### config.mk
export PLATFORM = sky130hd
export DESIGN_NAME = ram_burst_reader
export DESIGN_NICKNAME = d
export VERILOG_FILES = /design/src/rtl/ram_burst_reader.sv
export SDC_FILE = /design/constraint.sdc
export NUM_CORES = 1
export LEC_CHECK = 0
export CAP_MARGIN = 20
export CORE_ASPECT_RATIO = 0.9
export CORE_MARGIN = 2
export CORE_UTILIZATION = 45
export CTS_CLUSTER_SIZE = 25
export DETAILED_ROUTE_END_ITERATION = 10
export GPL_ROUTABILITY_DRIVEN = 0
export GPL_TIMING_DRIVEN = 1
export PLACE_DENSITY_LB_ADDON = 0.05
export SYNTH_ARGS = -nofsm -noshare
export SYNTH_HDL_FRONTEND = slang
export SYNTH_SLANG_ARGS = --single-unit
### constraint.sdc
create_clock -name clock -period 5 [get_ports clock]
set_input_delay 0.75 -clock clock [delete_from_list [all_inputs] [get_ports clock]]
set_output_delay 0.75 -clock clock [all_outputs]
set_load 0.02 [all_outputs]
### src/rtl/ram_burst_reader.sv
// Burst read initiator for a 1-cycle-latency synchronous RAM, streaming words out through a prefetch FIFO.
// Optional: define BURST_CHECKSUM_EN to add a per-burst XOR checksum output.
module ram_burst_reader #(
  parameter int ADDR_W     = 12,
  parameter int DATA_W     = 128,
  parameter int LEN_W      = 13,
  parameter int FIFO_DEPTH = 4
) (
  input  logic              clock,
  input  logic              reset,
  input  logic              start,
  input  logic [ADDR_W-1:0] base_addr,
  input  logic [LEN_W-1:0]  burst_len,
  output logic              busy,
  output logic              done,
  output logic [ADDR_W-1:0] rd_addr,
  output logic              read_en,
  input  logic [DATA_W-1:0] ram_rdata,
  output logic [DATA_W-1:0] m_data,
  output logic              m_valid,
  input  logic              m_ready
`ifdef BURST_CHECKSUM_EN
  ,
  output logic [DATA_W-1:0] checksum
`endif
);
  localparam int PTR_W = $clog2(FIFO_DEPTH);
  localparam int CNT_W = PTR_W + 1;
  localparam int OCC_W = PTR_W + 2;

  typedef enum logic [1:0] {IDLE, FETCH, DRAIN, DONE} state_t;

  state_t            state;
  logic [LEN_W-1:0]  len_q, issued, accepted;
  logic              rd_pend;
  logic [DATA_W-1:0] mem [FIFO_DEPTH];
  logic [PTR_W-1:0]  wr_ptr, rd_ptr;
  logic [CNT_W-1:0]  fifo_count;
  logic [OCC_W-1:0]  occupancy;
  logic              push, pop, can_issue, last_pop;

  assign push    = rd_pend;
  assign m_valid = (fifo_count != '0);
  assign pop     = m_valid & m_ready;
  assign m_data  = m_valid ? mem[rd_ptr] : '0;

  // Reserve a slot for every word still on its way from the RAM.
  assign occupancy = OCC_W'(fifo_count) + OCC_W'(read_en) + OCC_W'(rd_pend);
  assign can_issue = occupancy < OCC_W'(FIFO_DEPTH);
  assign last_pop  = pop && ((accepted + LEN_W'(1)) == len_q);

  always_ff @(posedge clock) begin
    if (push) mem[wr_ptr] <= ram_rdata;
  end

  always_ff @(posedge clock) begin
    if (reset) begin
      wr_ptr     <= '0;
      rd_ptr     <= '0;
      fifo_count <= '0;
    end else begin
      if (push) wr_ptr <= wr_ptr + PTR_W'(1);
      if (pop)  rd_ptr <= rd_ptr + PTR_W'(1);
      case ({push, pop})
        2'b10:   fifo_count <= fifo_count + CNT_W'(1);
        2'b01:   fifo_count <= fifo_count - CNT_W'(1);
        default: fifo_count <= fifo_count;
      endcase
    end
  end

  always_ff @(posedge clock) begin
    if (reset) begin
      state    <= IDLE;
      busy     <= 1'b0;
      done     <= 1'b0;
      read_en  <= 1'b0;
      rd_addr  <= '0;
      rd_pend  <= 1'b0;
      len_q    <= '0;
      issued   <= '0;
      accepted <= '0;
    end else begin
      rd_pend <= read_en;
      read_en <= 1'b0;
      done    <= 1'b0;
      if (pop) accepted <= accepted + LEN_W'(1);
      case (state)
        IDLE: begin
          if (start) begin
            len_q    <= burst_len;
            busy     <= 1'b1;
            accepted <= '0;
            if (burst_len == '0) begin
              issued <= '0;
              done   <= 1'b1;
              state  <= DONE;
            end else begin
              // First read goes out the cycle after start.
              read_en <= 1'b1;
              rd_addr <= base_addr;
              issued  <= LEN_W'(1);
              state   <= (burst_len == LEN_W'(1)) ? DRAIN : FETCH;
            end
          end
        end
        FETCH: begin
          if (can_issue) begin
            read_en <= 1'b1;
            rd_addr <= rd_addr + ADDR_W'(1);
            issued  <= issued + LEN_W'(1);
            if ((issued + LEN_W'(1)) == len_q) state <= DRAIN;
          end
        end
        DRAIN: begin
          if (last_pop) begin
            done  <= 1'b1;
            state <= DONE;
          end
        end
        DONE: begin
          busy  <= 1'b0;
          state <= IDLE;
        end
        default: state <= IDLE;
      endcase
    end
  end

`ifdef BURST_CHECKSUM_EN
  always_ff @(posedge clock) begin
    if (reset)                       checksum <= '0;
    else if (state == IDLE && start) checksum <= '0;
    else if (pop)                    checksum <= checksum ^ m_data;
  end
`endif

endmodule

==> results of run 1 <==
## critical path, delay by kind of cell, from the launching register on
kind	cells	cell delay, ps
flops	1	950
buf+inv	2	930
mux	1	520
simple gates	1	180
## logic make-up after synthesis
family / Yosys count / share of synthesized area [%]
buffers and inverters: 85 / 1.42
XOR/XNOR: 48 / 1.82
flip-flops: 578 / 72.1
AND/OR/NAND/NOR: 323 / 7.84
AO/OA/AOI/OAI: 127 / 3.28
adder cells (fa/ha/maj): 14 / 0.789
multiplexers: 134 / 12.7
## per-stage QoR
stage	hold WS, ps	total power, mW	setup slack, ps	cells	cell area (um^2)
global placement	474	9.69	1580	2237	27000
floorplan	462	8.04	1020	1309	23100
global route	506	14.6	808	2349	28900
finish	486	13.9	1040	2350	28900
detailed placement	486	9.70	1580	2237	27000
CTS	490	14.1	918	2347	28900
## path summary, 6_finish.rpt
check	from	endpoint	cells after the start
max	flip-flop	m_data[92]	4
min	read_en	push	1
max reg2reg	fifo_count[0]	fifo_count[2]	9
min reg2reg	read_en	push	1
## final cells by class
type	count	area, um^2	area share, %
diodes	2	5.00	0.0173
clock buffers	75	1550	5.34
clock inverters	35	385	1.33
inverters	16	60.1	0.208
multi-input cells	646	6140	21.2
flip-flops and latches	578	16700	57.7
well taps	680	851	2.94
repair buffers	318	3250	11.2
## power groups by stage
stage	logic [mW]	clock network (mW)	registers, mW
after floorplan	2.24	0	5.80
after global routing	4.06	4.70	5.80
final	3.78	4.39	5.76
after CTS	3.85	4.51	5.77
after global placement	3.83	0	5.86
after detailed placement	3.83	0	5.87
## per-layer routing
layer / global-route usage (%) / up-vias / share of wire [%]
met5: 0 / - / 0.19
met3: 5.20 / 86 / 6.6
met4: 5.50 / 14 / 2.3
li1: - / 5747 / -
met2: 31.8 / 273 / 49
met1: 24.8 / 6405 / 42
## synthesized netlist by cell type, types with 3 or more instances
cell / n
o2111ai_1: 3
inv_1: 15
buf_1: 12
a211oi_1: 10
and3_1: 7
nand4_1: 6
clkbuf_1: 50
or3_1: 15
nand2_1: 58
a22oi_1: 3
or3b_1: 6
or4_1: 5
ha_1: 13
nor2_1: 41
nand3_1: 15
mux4_2: 128
o21bai_1: 3
and2_1: 134
nand2b_1: 5
o22ai_1: 5
xor2_1: 21
nor3_1: 6
edfxtp_1: 512
buf_2: 7
xnor2_1: 27
o21ai_0: 32
mux2i_1: 5
a21oi_1: 51
nor4_1: 7
nor2b_1: 7
dfxtp_1: 66
## sequential cells by signal, summed over array words and instances, names as in the netlist, 2 cells and up, named ones only
| register | cells |
|---|---|
| mem | 512 |
| accepted | 13 |
| issued | 13 |
| len_q | 13 |
| rd_addr | 12 |
| fifo_count | 3 |
| rd_ptr | 2 |
| state | 2 |
| wr_ptr | 2 |
==> impl_metrics.tcl, run 1 <==
set metrics [dict create \
    io_pins 301 \
    status "finished, final reports clean" \
    avgRoutedWirePerCell_um 21.6 \
    crit_chain "buf_4 > mux4_2 > and2_1 > clkdlybuf4s50_1" \
    hpwl_um 30400 \
    path_clk_slew_ps 60 \
    ir_drop_mv 0.324 \
    hold_viol_final 0 \
    clock-sinks 578 \
    ant_nets 0 \
    cts_resized 0 \
    fin_skew_ps 15.2 \
    rows 78 \
    clockBufferDepth 3 \
    io_buffers 300 \
    synth_flop_cell "edfxtp_1" \
    grt_pass1_wl_um 77600 \
    async_reset_ff_share_pct 0 \
    cp_max_fo 39 \
    cp.arrival_ps 3210 \
    drive_gt1_share_pct 15.0 \
    ys_ff_latch 578 \
    p_int_mw 9.99 \
    cellLeakagePower_nw 9.16 \
    ctsHoldBuffers 0 \
    drv_cap 0 \
    fin_tns_setup_ps 0 \
    synth_edf_count 512 \
    dieHeight_um 219 \
    fin_crit_ps 3960 \
    grt_usage_pct 19.1 \
    final_util_pct 57.1 \
    seq_area_frac_synth_pct 72.1 \
    grt_start_max_net_pins 73 \
    power_per_cell_area_nw_per_um2 481 \
    start_kind "flip-flop" \
    power_frac_seq_pct 41.3 \
    syn-cell-area_um2 23100 \
    first_pass_iters 7 \
    antenna_found_initial 8 \
    regToRegSetupSlack_ps 2000 \
    die_w_um 243 \
    swShare_pct 28.3 \
    drt_iter0_markers 736 \
    cts_root_buf "clkbuf_16" \
    cts_max_level 2 \
    cp_data_required_time_ps 4250 \
    slew_viol_final 0 \
    grt_pass1_vias 13000 \
    synthTopCellsByArea "edfxtp_1, mux4_2, dfxtp_1" \
    syn2layout_area_growth_pct 25.0 \
    start_util_pct 45.7 \
    drc_errors 0 \
    synth_warnings 0 \
    wirelength_um 50700 \
    rsz0062_at_grt "no" \
    dieArea_um2 53300 \
    vias_per_cell 5.33 \
    numCtsBuffers 58 \
    core_um2 50700 \
    ys_types 57 \
    postCtsSetupBuffers 0 \
    fillCellCount 3939 \
    final_cell_mix "edfxtp_1, clkdlybuf4s50_1, and2_1" \
    critical_path.endpoint_type "primary output" \
    share_comb_of_total_power_pct 27.1 \
    mostFrequentLayoutCell "edfxtp_1" \
    nets 1789 \
    clk_latency_ps 610 \
    path_class "reg2out" \
    cts_tree "yes" \
    num_vias 12500 \
    synth_cells 1309 \
    power.switching_mw 3.94 \
    hp-class "reg2reg" \
    fmax_ghz 0.252 \
    clkPwrFrac_pct 31.5 \
    grt-ovfl-total 0 \
    worst_pin_slew_ps 1040 \
    fin_crit_sh_pct 79.3 \
    synth_fp_nets 1480 \
    critPathMaxStageDelay_ps 950 \
    cp_slowest_cell "dfxtp_4" \
    netlist.area_leader.share_pct 66.4 \
    syn_avg_cell_area_um2 17.7 \
    yosysTopAreaCell "edfxtp_1" \
    setup_violations 0 \
    max_slew_margin_pct 30.9 \
]
Note: power is estimated with default switching activity, not from simulation.
==> run 2, diff against run 1 <==
==> constraint.sdc (replaced) <==
create_clock -name clock -period 3.45 [get_ports clock]
set_input_delay 0.5175 -clock clock [delete_from_list [all_inputs] [get_ports clock]]
set_output_delay 0.5175 -clock clock [all_outputs]
set_load 0.02 [all_outputs]
==> impl_metrics.tcl, run 2 (synthesis results as in run 1) <==
set metrics [dict create \
    status "finished, final reports clean" \
    critical_path.endpoint_type "primary output" \
    dpl_cell_area_um2 27100 \
    cts_max_level 2 \
    clk_latency_ps 610 \
    hold_viol_final 0 \
    path_class "reg2out" \
    numPlacedInstances 2248 \
    fin_crit_sh_pct 94.4 \
    cts_tree "yes" \
    ir_drop_mv 0.439 \
    core_um2 50700 \
    grt-ovfl-total 0 \
    clock-sinks 578 \
    drc_errors 0 \
    grt_pass1_vias 12900 \
    num_vias 12500 \
    largest_reg_flops 512 \
    clockBufferDepth 3 \
    slew_viol_final 0 \
    rsz0062_at_grt "no" \
    setup_violations 0 \
    hp-class "in2reg" \
    max_slew_margin_pct 38.0 \
    top_register "mem" \
    fin_crit_ps 3260 \
    first_pass_iters 4 \
    syn2layout_area_growth_pct 24.6 \
    worst_pin_slew_ps 930 \
    r2r_start "accepted[0]" \
    start_kind "flip-flop" \
    drive_gt1_share_pct 14.8 \
    dieHeight_um 219 \
    instances_no_fill 2354 \
    antenna_found_initial 8 \
    cp_max_fo 34 \
    path_clk_slew_ps 60 \
    vias_per_cell 5.29 \
    rows 78 \
    fin_tns_setup_ps 0 \
    power_per_cell_area_nw_per_um2 678 \
    drv_cap 0 \
    numCtsBuffers 57 \
    cellLeakagePower_nw 9.10 \
    start_util_pct 45.7 \
    mostFrequentLayoutCell "edfxtp_1" \
    hold_start "burst_len[11]" \
    die_w_um 243 \
    dieArea_um2 53300 \
    nets 1803 \
    wirelength_um 50000 \
    cp.arrival_ps 2740 \
    fmax_ghz 0.307 \
    cts_root_buf "clkbuf_16" \
    hpwl_um 30100 \
    cp_data_required_time_ps 2930 \
    io_pins 301 \
    io_buffers 300 \
    grt_usage_pct 18.9 \
    fin_skew_ps 21.3 \
    grt_start_max_net_pins 77 \
    ant_nets 0 \
    grt_pass1_wl_um 76700 \
    final_cell_area_um2 28800 \
    fillCellCount 3935 \
    avgRoutedWirePerCell_um 21.2 \
    final_cell_mix "edfxtp_1, clkdlybuf4s50_1, and2_1" \
    drt_iter0_markers 698 \
]
run 2: changes by cell type in the layout (fill, tap and decap cells not counted), moves of 3 or more:
| cell | previous run | this run |
|---|---|---|
| clkinv_2 | 18 | 8 |
| buf_4 | 9 | 22 |
| clkbuf_1 | 15 | 21 |
| buf_16 | 0 | 3 |
| bufinv_16 | 8 | 1 |
run 2: critical path, stage by stage (launching register included):
cell	delay [ps]
dfxtp_4	490
buf_16	290
mux4_2	530
and2_1	170
clkdlybuf4s50_1	610
run 2: what timing repair did:
| action | in CTS | in global routing |
|---|---|---|
| hold buffers | 0 | 0 |
| setup buffers | 0 | 5 |
| endpoints found under the setup margin | 0 | 34 |
| resized for setup | 0 | 3 |
run 2: worst paths after layout:
path,depth (start not counted),slack [ps],to
setup / recovery,4,190,m_data[116]
hold / removal,3,490,len_q[11]
setup reg to reg,8,660,state[1]
hold reg to reg,2,500,issued[1]
run 2: per-layer routing:
metal  global-route usage, %  routed length [um]  vias up
met2                    31.3               24600      268
met1                    24.5               21100     6347
met4                    5.30                1020       10
li1                        -                   -     5763
met3                    5.50                3220       74
met5                       0                  70        -
run 2: cell type report:
cell class	instances	area, um^2	area share, %
antenna	3	7.51	0.0260
clock buffer	79	1530	5.31
multi-input combinational	646	6140	21.3
timing repair buffer	333	3410	11.8
clock inverter	19	136	0.473
inverter	16	60.1	0.208
sequential	578	16700	57.9
tap	680	851	2.95
run 2: where the power goes:
group          switching [mW]  leakage (nW)  internal, mW
clock                    2.48         0.814          3.15
sequential              0.241          5.17          8.00
combinational            2.87          3.12          2.79
total                    5.60          9.10          13.9
run 2: stage by stage:
step / setup slack [ps] / utilization, % / hold slack, ps / power (mW)
after floorplan: 892 / - / 462 / 11.6
after global placement: 689 / 53.5 / 473 / 14.1
after detailed placement: 690 / 53.5 / 486 / 14.1
after CTS: 10.8 / 56.8 / 449 / 19.8
after global routing: 54.5 / 56.9 / 493 / 20.5
final: 194 / 56.9 / 492 / 19.5
